==> src/rtl/sonar_scheduler.sv <==
// Round-robin ping scheduler for HC-SR04 rangers sharing one timing datapath.
// Triggers each enabled sensor in turn, times its echo and hands results out over valid/ready.
module sonar_scheduler #(
  parameter int unsigned N_SENSORS      = 4,
  parameter int unsigned ID_W           = 2,
  parameter int unsigned CNT_W          = 22,
  parameter int unsigned TRIG_CYCLES    = 550,
  parameter int unsigned TIMEOUT_CYCLES = 1_900_000,
  parameter int unsigned GUARD_CYCLES   = 3_000_000
) (
  input  logic                 clk,
  input  logic                 rst,
  input  logic                 en,
  input  logic [N_SENSORS-1:0] sensor_mask,
  input  logic [N_SENSORS-1:0] echo,
  output logic [N_SENSORS-1:0] trigger,
  output logic                 res_valid,
  input  logic                 res_ready,
  output logic [ID_W-1:0]      res_id,
  output logic [CNT_W-1:0]     res_cycles,
  output logic                 res_timeout,
  output logic                 busy
);

  typedef enum logic [2:0] {
    StIdle,
    StTrig,
    StWaitRise,
    StMeas,
    StReport,
    StGuard
  } state_e;

  localparam logic [CNT_W-1:0] TrigLast    = CNT_W'(TRIG_CYCLES - 1);
  localparam logic [CNT_W-1:0] TimeoutLast = CNT_W'(TIMEOUT_CYCLES - 1);
  localparam logic [CNT_W-1:0] TimeoutVal  = CNT_W'(TIMEOUT_CYCLES);
  localparam logic [CNT_W-1:0] GuardLast   = CNT_W'(GUARD_CYCLES - 1);
  localparam logic [ID_W-1:0]  PtrInit     = ID_W'(N_SENSORS - 1);

  state_e                 state_q, state_d;
  logic [CNT_W-1:0]       cnt_q, cnt_d;
  logic [ID_W-1:0]        ptr_q, ptr_d;
  logic [ID_W-1:0]        next_sel;
  logic                   echo_q, echo_sel;
  logic [N_SENSORS-1:0]   trigger_q, trigger_d;
  logic                   res_valid_q, res_valid_d;
  logic [ID_W-1:0]        res_id_q, res_id_d;
  logic [CNT_W-1:0]       res_cycles_q, res_cycles_d;
  logic                   res_timeout_q, res_timeout_d;

  assign echo_sel = echo[ptr_q];

  // Next set mask bit after ptr, cyclic: lowest index above ptr wins, else lowest at/below it.
  always_comb begin
    next_sel = ptr_q;
    for (int j = int'(N_SENSORS) - 1; j >= 0; j--) begin
      if (sensor_mask[j] && j <= int'(ptr_q)) next_sel = ID_W'(j);
    end
    for (int j = int'(N_SENSORS) - 1; j >= 0; j--) begin
      if (sensor_mask[j] && j > int'(ptr_q)) next_sel = ID_W'(j);
    end
  end

  always_comb begin
    state_d       = state_q;
    cnt_d         = cnt_q + 1'b1;
    ptr_d         = ptr_q;
    res_valid_d   = res_valid_q;
    res_id_d      = res_id_q;
    res_cycles_d  = res_cycles_q;
    res_timeout_d = res_timeout_q;

    unique case (state_q)
      StIdle: begin
        if (en && |sensor_mask) begin
          ptr_d   = next_sel;
          state_d = StTrig;
        end
      end
      StTrig: begin
        if (cnt_q == TrigLast) state_d = StWaitRise;
      end
      StWaitRise: begin
        if (echo_sel && !echo_q) begin
          state_d = StMeas;
        end else if (cnt_q == TimeoutLast) begin
          state_d       = StReport;
          res_valid_d   = 1'b1;
          res_id_d      = ptr_q;
          res_cycles_d  = TimeoutVal;
          res_timeout_d = 1'b1;
        end
      end
      StMeas: begin
        if (!echo_sel) begin
          state_d       = StReport;
          res_valid_d   = 1'b1;
          res_id_d      = ptr_q;
          res_cycles_d  = cnt_q;
          res_timeout_d = 1'b0;
        end else if (cnt_q == TimeoutLast) begin
          state_d       = StReport;
          res_valid_d   = 1'b1;
          res_id_d      = ptr_q;
          res_cycles_d  = TimeoutVal;
          res_timeout_d = 1'b1;
        end
      end
      StReport: begin
        if (res_ready) begin
          res_valid_d = 1'b0;
          state_d     = StGuard;
        end
      end
      StGuard: begin
        if (cnt_q == GuardLast) state_d = StIdle;
      end
      default: state_d = StIdle;
    endcase

    // Shared counter restarts on every state entry; the rise cycle already counts as echo-high.
    if (state_d != state_q) begin
      cnt_d = (state_d == StMeas) ? CNT_W'(1) : '0;
    end else if (state_q == StIdle || state_q == StReport) begin
      cnt_d = '0;
    end

    trigger_d = '0;
    if (state_d == StTrig) trigger_d[ptr_d] = 1'b1;
  end

  always_ff @(posedge clk) begin
    if (rst) begin
      state_q       <= StIdle;
      cnt_q         <= '0;
      ptr_q         <= PtrInit;
      echo_q        <= 1'b0;
      trigger_q     <= '0;
      res_valid_q   <= 1'b0;
      res_id_q      <= '0;
      res_cycles_q  <= '0;
      res_timeout_q <= 1'b0;
    end else begin
      state_q       <= state_d;
      cnt_q         <= cnt_d;
      ptr_q         <= ptr_d;
      echo_q        <= echo_sel;
      trigger_q     <= trigger_d;
      res_valid_q   <= res_valid_d;
      res_id_q      <= res_id_d;
      res_cycles_q  <= res_cycles_d;
      res_timeout_q <= res_timeout_d;
    end
  end

  assign trigger     = trigger_q;
  assign res_valid   = res_valid_q;
  assign res_id      = res_id_q;
  assign res_cycles  = res_cycles_q;
  assign res_timeout = res_timeout_q;
  assign busy        = (state_q != StIdle);

endmodule

==> config.mk <==
export PLATFORM = sky130hd
export DESIGN_NAME = sonar_scheduler
export DESIGN_NICKNAME = d
export VERILOG_FILES = /design/src/rtl/sonar_scheduler.sv
export SDC_FILE = /design/constraint.sdc
export NUM_CORES = 1
export LEC_CHECK = 0
export ABC_AREA = 1
export ABC_CLOCK_PERIOD_IN_PS = 3200
export BUFFER_PORTS_ARGS = -buffer_cell sky130_fd_sc_hd__buf_2
export CAP_MARGIN = 20
export CELL_PAD_IN_SITES_DETAIL_PLACEMENT = 1
export CELL_PAD_IN_SITES_GLOBAL_PLACEMENT = 1
export CORE_AREA = 5 5 103 81
export DETAILED_ROUTE_END_ITERATION = 10
export DIE_AREA = 0 0 108 86
export HOLD_SLACK_MARGIN = 0.03
export PLACE_DENSITY = 0.89
export SYNTH_ARGS = -nofsm -noshare
export SYNTH_HDL_FRONTEND = slang
export SYNTH_SLANG_ARGS = --single-unit
==> constraint.sdc <==
create_clock -name clk -period 3.2 [get_ports clk]
set_clock_uncertainty 0.15 [all_clocks]
set_input_delay 0.16 -clock clk [delete_from_list [all_inputs] [get_ports clk]]
set_output_delay 0.16 -clock clk [all_outputs]
set_load 0.01 [all_outputs]
==> Yosys cells after proc, flatten, opt, wreduce, memory -nomap -nowiden <==
Index checks and enable logic that the tools add are counted.
{ "totals": {"reg_bits": 58, "latch_bits": 0, "ram_bits": 0, "mem_bits_ro": 0, "output_inout_bits": 31, "wordCells": 93, "memories": 0} }
{ "op_classes": {"addsub": 1, "n_mul": 0, "div": 0, "order_cmp": 9, "n_eq_ne": 13, "shift": 0, "muxes": 41, "bitwise_logic": 1, "n_reduce_logical": 19} }
{ "ops": {"columns": ["operator", "count"], "rows": [
  ["2-to-1 mux 22 bit", 5],
  ["one-hot mux 22 bit (2 select lines)", 1],
  ["2-to-1 mux 2 bit", 12],
  ["adder 22 x 1 -> 22 bit (second input constant)", 1],
  ["== test 22 x 10 -> 1 bit (second input constant)", 1],
  ["== test 22 x 21 -> 1 bit (second input constant)", 1],
  ["== test 22 bit (second input constant)", 1],
  ["2-to-1 mux 3 bit", 7],
  ["one-hot mux 3 bit (6 select lines)", 1],
  ["2-to-1 mux 1 bit", 10],
  ["== test 3 x 2 -> 1 bit (second input constant)", 3],
  ["logical AND 1 bit", 9],
  ["== test 3 x 1 -> 1 bit (second input constant)", 2],
  ["== test 3 bit (second input constant)", 2],
  ["less-than comparator 2 x 3 -> 1 bit (second input constant)", 2],
  ["nonzero test 3 bit", 2],
  ["greater-than comparator 2 bit (first input constant)", 2],
  ["less-or-equal comparator 2 bit (first input constant)", 2],
  ["inequality test 2 bit (second input constant)", 2],
  ["one-hot mux 2 bit (2 select lines)", 1],
  ["OR reduction 4 bit", 1],
  ["zero test 3 bit", 1],
  ["inequality test 3 bit", 1],
  ["one-hot mux 1 bit (3 select lines)", 1],
  ["13 further kinds", 13]
]} }

==> Logic depth before layout (Yosys ltp) <==
Gate-level depths: netlist of run 1.
{ "logic_depth": {"word_depth": 15, "depth_mapped": 14, "mapped_depth_nobuf": 13} }

==> Worst setup path before layout of run 1 <==
No wires, ideal clock.
{ "synth_timing": {"kind": "reg2reg", "from": "reg cnt_q[0]", "to": "reg cnt_q[17]", "setup_time_ps": 114, "t_arrival_ps": 1607, "required_ps": 2936, "path_slack_ps": 1329, "stages_incl_launch_ff": 12, "synth_period_minus_slack_ps": 1871, "path_cell_list": "dfxtp_1 ha_1 nand3_4 nor3_2 nand3_1 nand2_1 nand2_1 nor2_2 nand3_2 nand4_4 buf_6 nor2_2"} }
{ "synth_via": {"elab_chain_cells": 6} }
{ "synth_lines": {"columns": ["item", "line", "source"], "rows": [
  ["from (decl)", "41", "logic [CNT_W-1:0] cnt_q, cnt_d;"],
  ["from (signal assigned)", "145", "cnt_q <= cnt_d;"],
  ["== test 22 x 21 -> 1 bit", "86, 101", null],
  ["2-to-1 mux 3 bit", "86, 101", null],
  ["2-to-1 mux 3 bit (on tied branches)", "95, 84", null],
  ["one-hot mux 3 bit (6 select lines)", "73", "unique case (state_q)"],
  ["inequality test 3 bit", "122", "if (state_d != state_q) begin"],
  ["2-to-1 mux 22 bit *", "122", null]
]} }
Mark *: on every way between the ends. The rest lies on a longest branch, timed or not.
A chain may end at the register's enable or synchronous reset.

==> Worst setup path in the final report of run 1 <==
{ "layout_timing": {"from": "reg ptr_q[0]", "to": "reg res_cycles_q[12] (netlist: res_cycles[12])"} }
{ "layout_via": {"elab_chain_cells": 5} }
{ "layout_lines": {"columns": ["item", "line", "source"], "rows": [
  ["from (decl)", "42", "logic [ID_W-1:0] ptr_q, ptr_d;"],
  ["from (signal assigned)", "136", "ptr_q <= PtrInit;"],
  ["from (signal assigned)", "146", "ptr_q <= ptr_d;"],
  ["binary-select mux 1 bit (select 2 bit) *", "51", "assign echo_sel = echo[ptr_q];"],
  ["2-to-1 mux 1 bit (implied by the code) *", "51", null],
  ["logical AND 1 bit", "84", "if (echo_sel && !echo_q) begin"],
  ["inequality test 2 bit (no source line)", null, null],
  ["AND reduction 2 bit (no source line)", null, null],
  ["to (signal assigned)", "151", "res_cycles_q <= res_cycles_d;"],
  ["to (decl)", "48", "logic [CNT_W-1:0] res_cycles_q, res_cycles_d;"]
]} }
Mark *: on every way between the ends. The rest lies on a longest branch, timed or not. The select of a mux whose other input is x is not followed.

==> results.ini, run 1 <==
[cells_and_area]
syn2layout_area_growth_pct=17.5
final_nets=463
layout_common_cells=nand2_1 (80), dfxtp_1 (58), nor2_1 (52)
final_area_um2=3400
nFillCells=968
n_antenna_cell=0
final_cells=554
layout_commonest_cell=nand2_1
drive_above_1_share_pct=22.5

[worst_setup_path]
slowest_delay_ns=0.42
crit_fanout=22
crit_type=register to register
rrSetupSlack_ns=0.72
path_depth=11
rr_worst_depth=11
slowest_stage=dfxtp_1
r2r_start=ptr_q[0]
crit_end=res_cycles[12]
worst-path-buf-inv=4
crit_start=ptr_q[0]
crit_chain=inv_2 -> nand2_1 -> nand3_2 -> a21oi_2 -> buf_4 -> inv_2 -> nand2_1 -> nand2_1 -> inv_2 -> o21ai_0 -> a21oi_1
cp_top_family=buffers and inverters
cp-start-kind=register
crit_arrival_ns=2.60
r2r_end=res_cycles[12]
end_kind=register
worstPathRequired_ns=3.32

[sta]
final-hold-violation-count=0
timing.slew.headroom_pct=58.5
tightestPinTransition_ns=0.622
finalSetupViolations=0
clock.fmax_mhz=404
final.setup.tns_ns=0
finalCritPeriodShare_pct=77.4
slew_violations=0
hold_slack_ns=0.103
fin_crit_ns=2.48
rsz0062_at_grt=false

[global_routing]
grt_max_degree=23
grt_overflow_total=0
grt_pass1_wl_um=14200
grt_antenna_before_repair=0
grt_util_all_layers_pct=19.5
grt_pass1_vias=2884

[synth]
ys_async_sr_fraction_pct=0
synth_nets=419
ys_warn_count=0
synth_ff_type=dfxtp_1
yosysUniqueCellTypes=32
syn_area_um2=2890
synth_edf_count=0
avgSynthCellArea_um2=7.14
synth_seq_cells=58
synth-seq-area-share_pct=40.2
netlist_instances=405

[floorplan]
start_util_pct=40.4
die_h_um=86
die_w_um=108
rows=27
die-area_um2=9290
pin_count=43
core_um2=7160

[detailed_routing]
first_pass_iters=5
wl_per_cell_um=15.3
via_per_inst=5.06
drtIter0Drc=198
ant_nets=0
drt_wl_total_um=8460
remaining_drc_errors=0
vias=2803

[power]
vdd_drop_max_mv=0.253
powerDensity_nw_per_um2=473
leakage_nw=1.38
finalPower_mw=1.61

[placement]
placed_area_um2=3160
io_buffers=42
dp_hpwl_um=6420
gp_congestion=0.917
dp_cells=537

[flow_run]
max_cap_viol_count=0

[clock_network]
cts.path.max_buffers=2
clk-insertion-delay-late_ns=0.35
cts-root-buf=clkbuf_8
tritoncts=built
clock-sinks=58
numCtsBuffers=9
htreeDepth=3
clk_pin_slew_worst_paths_ns=0.07

[status]
outcome=completed

[worst_hold_path]
hp-class=input pin to register

[cell usage after synthesis (5+ instances only)]
| library cell | instances | area share, % |
|---|---|---|
| o21ai_1 | 6 | 1.0 |
| inv_1 | 40 | 5.2 |
| inv_2 | 10 | 1.3 |
| nand4_1 | 5 | 1.1 |
| nor3_1 | 14 | 2.4 |
| clkbuf_1 | 5 | 0.65 |
| nor2_1 | 52 | 6.8 |
| nor2_2 | 15 | 3.2 |
| nand3_2 | 5 | 1.7 |
| nand2_1 | 80 | 10 |
| a21oi_1 | 27 | 4.7 |
| xor2_1 | 13 | 3.9 |
| o21ai_0 | 21 | 3.6 |
| nand3_1 | 22 | 3.8 |
| dfxtp_1 | 58 | 40 |
[cells by family (layout without fill, tap and decap cells)]
| family | after synthesis | after routing | synth area share (%) |
|---|---|---|---|
| compound gates | 62 | 62 | 11.6 |
| simple gates | 206 | 206 | 33.8 |
| xor+xnor | 15 | 15 | 4.54 |
| buf+inv | 62 | 110 | 9.09 |
| flops | 58 | 58 | 40.2 |
| fa+ha+maj | 2 | 2 | 0.865 |
[timing repair]
action                    4_1_cts  5_1_grt
hold endpoints to repair       11        0
hold buffers                    2        0
resized for setup               0        0
setup buffers                   0        0
[metrics by stage]
stage | utilization, % | worst slack (ns)
floorplan | - | 1.33
global route | 47.4 | 0.379
global placement | 44.1 | 0.866
detailed placement | 44.1 | 0.731
finish | 47.4 | 0.723
CTS | 47.4 | 0.701
[worst register-to-register path: cells and delay by family, from the launching register on]
kind | cells | cell delay (ns)
AND/OR/NAND/NOR | 4 | 0.56
flip-flops | 1 | 0.42
buffers and inverters | 4 | 0.81
AO/OA/AOI/OAI | 3 | 0.46
[registers in the layout (all words and copies together), names as in the netlist]
signal and cells:
res_timeout 1, res_valid 1, trigger 4, state_q 3
res_cycles 22, ptr_q 2, echo_q 1, res_id 2
cnt_q 22
[worst min-delay path by stage]
| stage | start | endpoint | cells past startpoint |
|---|---|---|---|
| final | echo[0] | echo_q | 5 |
| after global routing | echo[0] | echo_q | 5 |
| after CTS | echo[0] | echo_q | 5 |
| after detailed placement | res_cycles[17] | res_cycles[17] | 2 |
| after global placement | res_cycles[19] | res_cycles[19] | 2 |
| after floorplan | rst | res_cycles[4] | 1 |
[power by group]
part	total (mW)	internal (mW)	switching (mW)
combinational	0.110	0.0353	0.0742
sequential	0.742	0.732	0.00974
clock	0.754	0.454	0.301
total	1.61	1.22	0.385
[per-layer routing]
metal | GRT usage (%) | routed length, µm | vias up
met4 | 7.00 | 119 | 0
met2 | 30.8 | 3760 | 80
met3 | 5.34 | 547 | 13
li1 | - | - | 1389
met5 | 0 | 0 | -
met1 | 25.7 | 4040 | 1321
[cell type report]
class / instances / area [µm²] / area share [%]
multi-input combinational: 285 / 1470 / 43.2
sequential: 58 / 1160 / 34.2
timing repair buffer: 45 / 238 / 7.00
inverter: 50 / 188 / 5.52
clock buffer: 10 / 138 / 4.05
tap: 101 / 126 / 3.72
clock inverter: 5 / 78.8 / 2.32
(Power assumes the default switching activity.)
==> inputs of run 2 (changes only) <==
==> config.mk (replaced) <==
export PLATFORM = sky130hd
export DESIGN_NAME = sonar_scheduler
export DESIGN_NICKNAME = d
export VERILOG_FILES = /design/src/rtl/sonar_scheduler.sv
export SDC_FILE = /design/constraint.sdc
export NUM_CORES = 1
export LEC_CHECK = 0
export ABC_AREA = 1
export ABC_CLOCK_PERIOD_IN_PS = 2000
export BUFFER_PORTS_ARGS = -buffer_cell sky130_fd_sc_hd__buf_2
export CAP_MARGIN = 20
export CELL_PAD_IN_SITES_DETAIL_PLACEMENT = 1
export CELL_PAD_IN_SITES_GLOBAL_PLACEMENT = 1
export CORE_AREA = 5 5 109 85
export DETAILED_ROUTE_END_ITERATION = 10
export DIE_AREA = 0 0 114 90
export HOLD_SLACK_MARGIN = 0.03
export PLACE_DENSITY = 0.84
export SYNTH_ARGS = -nofsm -noshare
export SYNTH_HDL_FRONTEND = slang
export SYNTH_SLANG_ARGS = --single-unit
==> constraint.sdc (replaced) <==
create_clock -name clk -period 2 [get_ports clk]
set_clock_uncertainty 0.15 [all_clocks]
set_input_delay 0.1 -clock clk [delete_from_list [all_inputs] [get_ports clk]]
set_output_delay 0.1 -clock clk [all_outputs]
set_load 0.01 [all_outputs]
==> run 2 against run 1 <==
Critical path depth stayed put. Highest routed layer unchanged. Global-route usage rose by 0.14 points. Register-to-register slack worse by 0.83 ns. The flow now finishes with violations (setup timing). Worst hold slack got worse by 0.031 ns. Count of clock-buffer cells in the layout stayed put. Die area rose by 10%. Largest power group is now registers. Via count rose by 9.5%. Critical path type unchanged. Largest cell class unchanged. Maximum frequency grew 18%.
==> results.ini, run 2 (synthesized netlist as in run 1, its figures left out) <==
[worst_setup_path]
cp_top_family=simple AND/OR/NAND/NOR gates
cp_common_cell=a21oi_2
end_kind=register
worst-path-buf-inv=2
worstPathRequired_ns=2.13
crit_arrival_ns=2.24
crit_fanout=6
slowest_stage=dfxtp_4
cp-start-kind=register
slowest_delay_ns=0.37
r2r_start=cnt_q[1]
crit_type=register to register
crit_start=cnt_q[1]
crit_chain=ha_4 -> nand3_4 -> nor3_4 -> nand3_2 -> a21oi_2 -> nand3_1 -> nand2_2 -> nand4_4 -> buf_12 -> buf_16 -> a21oi_2

[power]
finalPower_mw=2.51
powerDensity_nw_per_um2=637
vdd_drop_max_mv=0.356
leakage_nw=1.64

[sta]
finalWorstSetupSlack_ns=-0.108
hold_slack_ns=0.0716
finalSetupViolations=21
slew_violations=0
final-hold-violation-count=0
finalCritPeriodShare_pct=105
timing.slew.headroom_pct=55.5
rsz0062_at_grt=true
tightestPinTransition_ns=0.667
fin_crit_ns=2.11
clock.fmax_mhz=474

[floorplan]
die-area_um2=10300
start_util_pct=35.4
die_h_um=90
die_w_um=114
core_um2=8160
rows=29
pin_count=43

[placement]
placed_area_um2=3360
gp_congestion=0.875
dp_hpwl_um=7040
io_buffers=42
dp_cells=566
place_ws_ns=-0.128

[clock_network]
cts.path.max_buffers=2
clk_pin_slew_worst_paths_ns=0.07
numCtsBuffers=9
cts-root-buf=clkbuf_8
tritoncts=built
htreeDepth=3
clock-sinks=58
clk-insertion-delay-late_ns=0.35

[global_routing]
grt_max_degree=23
grt_util_all_layers_pct=19.7
grt_pass1_vias=3121
grt_pass1_wl_um=16100
grt_antenna_before_repair=0
grt_overflow_total=0

[detailed_routing]
drt_wl_total_um=10300
first_pass_iters=4
wl_per_cell_um=17.1
remaining_drc_errors=0
vias=3068
drtIter0Drc=156
ant_nets=0
via_per_inst=5.09

[worst_hold_path]
hold_path.startpoint=sensor_mask[1]
hp-class=input pin to register

[status]
outcome=finished with violations
violations=setup timing

[cells_and_area]
final_cells=603
nFillCells=1051
n_antenna_cell=0
drive_above_1_share_pct=39.6
layout_commonest_cell=nand2_1
final_area_um2=3930
syn2layout_area_growth_pct=36.0
layout_common_cells=nand2_1 (72), nor2_1 (44), buf_2 (42)
final_nets=504
regArea_um2=1200
multi_input_area_um2=1630

[flow_run]
max_cap_viol_count=0

run 2: power by group:
| part | switching [mW] | internal [mW] | total (mW) |
|---|---|---|---|
| registers | 0.0185 | 1.17 | 1.18 |
| clock network | 0.502 | 0.567 | 1.07 |
| logic | 0.149 | 0.103 | 0.253 |
| total | 0.669 | 1.84 | 2.51 |
run 2: repair_timing:
| item | 4_1_cts | 5_1_grt |
|---|---|---|
| hold buffers | 3 | 0 |
| pin swaps | 1 | 8 |
| endpoints found under the hold margin | 13 | 0 |
| resized for setup | 30 | 45 |
| endpoints found under the setup margin | 23 | 49 |
| setup buffers | 8 | 9 |
| gates cloned | 1 | 2 |
run 2: through the flow:
step | setup TNS, ns | util, %
5_1_grt | -2.94 | 48.2
4_1_cts | -0.135 | 46.0
3_3_place_gp | -0.364 | 41.1
2_1_floorplan | 0 | -
6_report | -0.816 | 48.2
3_5_place_dp | -2.39 | 41.1
run 2: tightest hold or removal path, stage by stage:
cell and delay, ns:
buf_2 0.11, a31oi_2 0.10, nand2_1 0.09, o21ai_2 0.09
nand2_1 0.06
run 2: final timing paths:
path,slack [ns],to,depth (start not counted)
max,-0.11,cnt_q[21],11
min,0.07,ptr_q[0],5
max reg2reg,-0.11,cnt_q[21],11
min reg2reg,0.31,res_cycles[17],2
run 2: layout make-up:
cell class / instances / share of cell area (%)
inverter: 50 / 4.90
timing repair buffer: 84 / 14.8
clock buffer: 10 / 3.25
timing repair inverter: 2 / 0.255
clock inverter: 6 / 1.46
multi-input combinational: 285 / 41.5
sequential: 58 / 30.5
tap: 108 / 3.44
run 2: metal layers:
| layer | up-vias | wire (µm) | global-route usage, % |
|---|---|---|---|
| met5 | - | 0 | 0 |
| met4 | 0 | 116 | 6.53 |
| met3 | 14 | 583 | 4.30 |
| met2 | 78 | 4930 | 30.9 |
| met1 | 1506 | 4670 | 26.6 |
| li1 | 1470 | - | - |
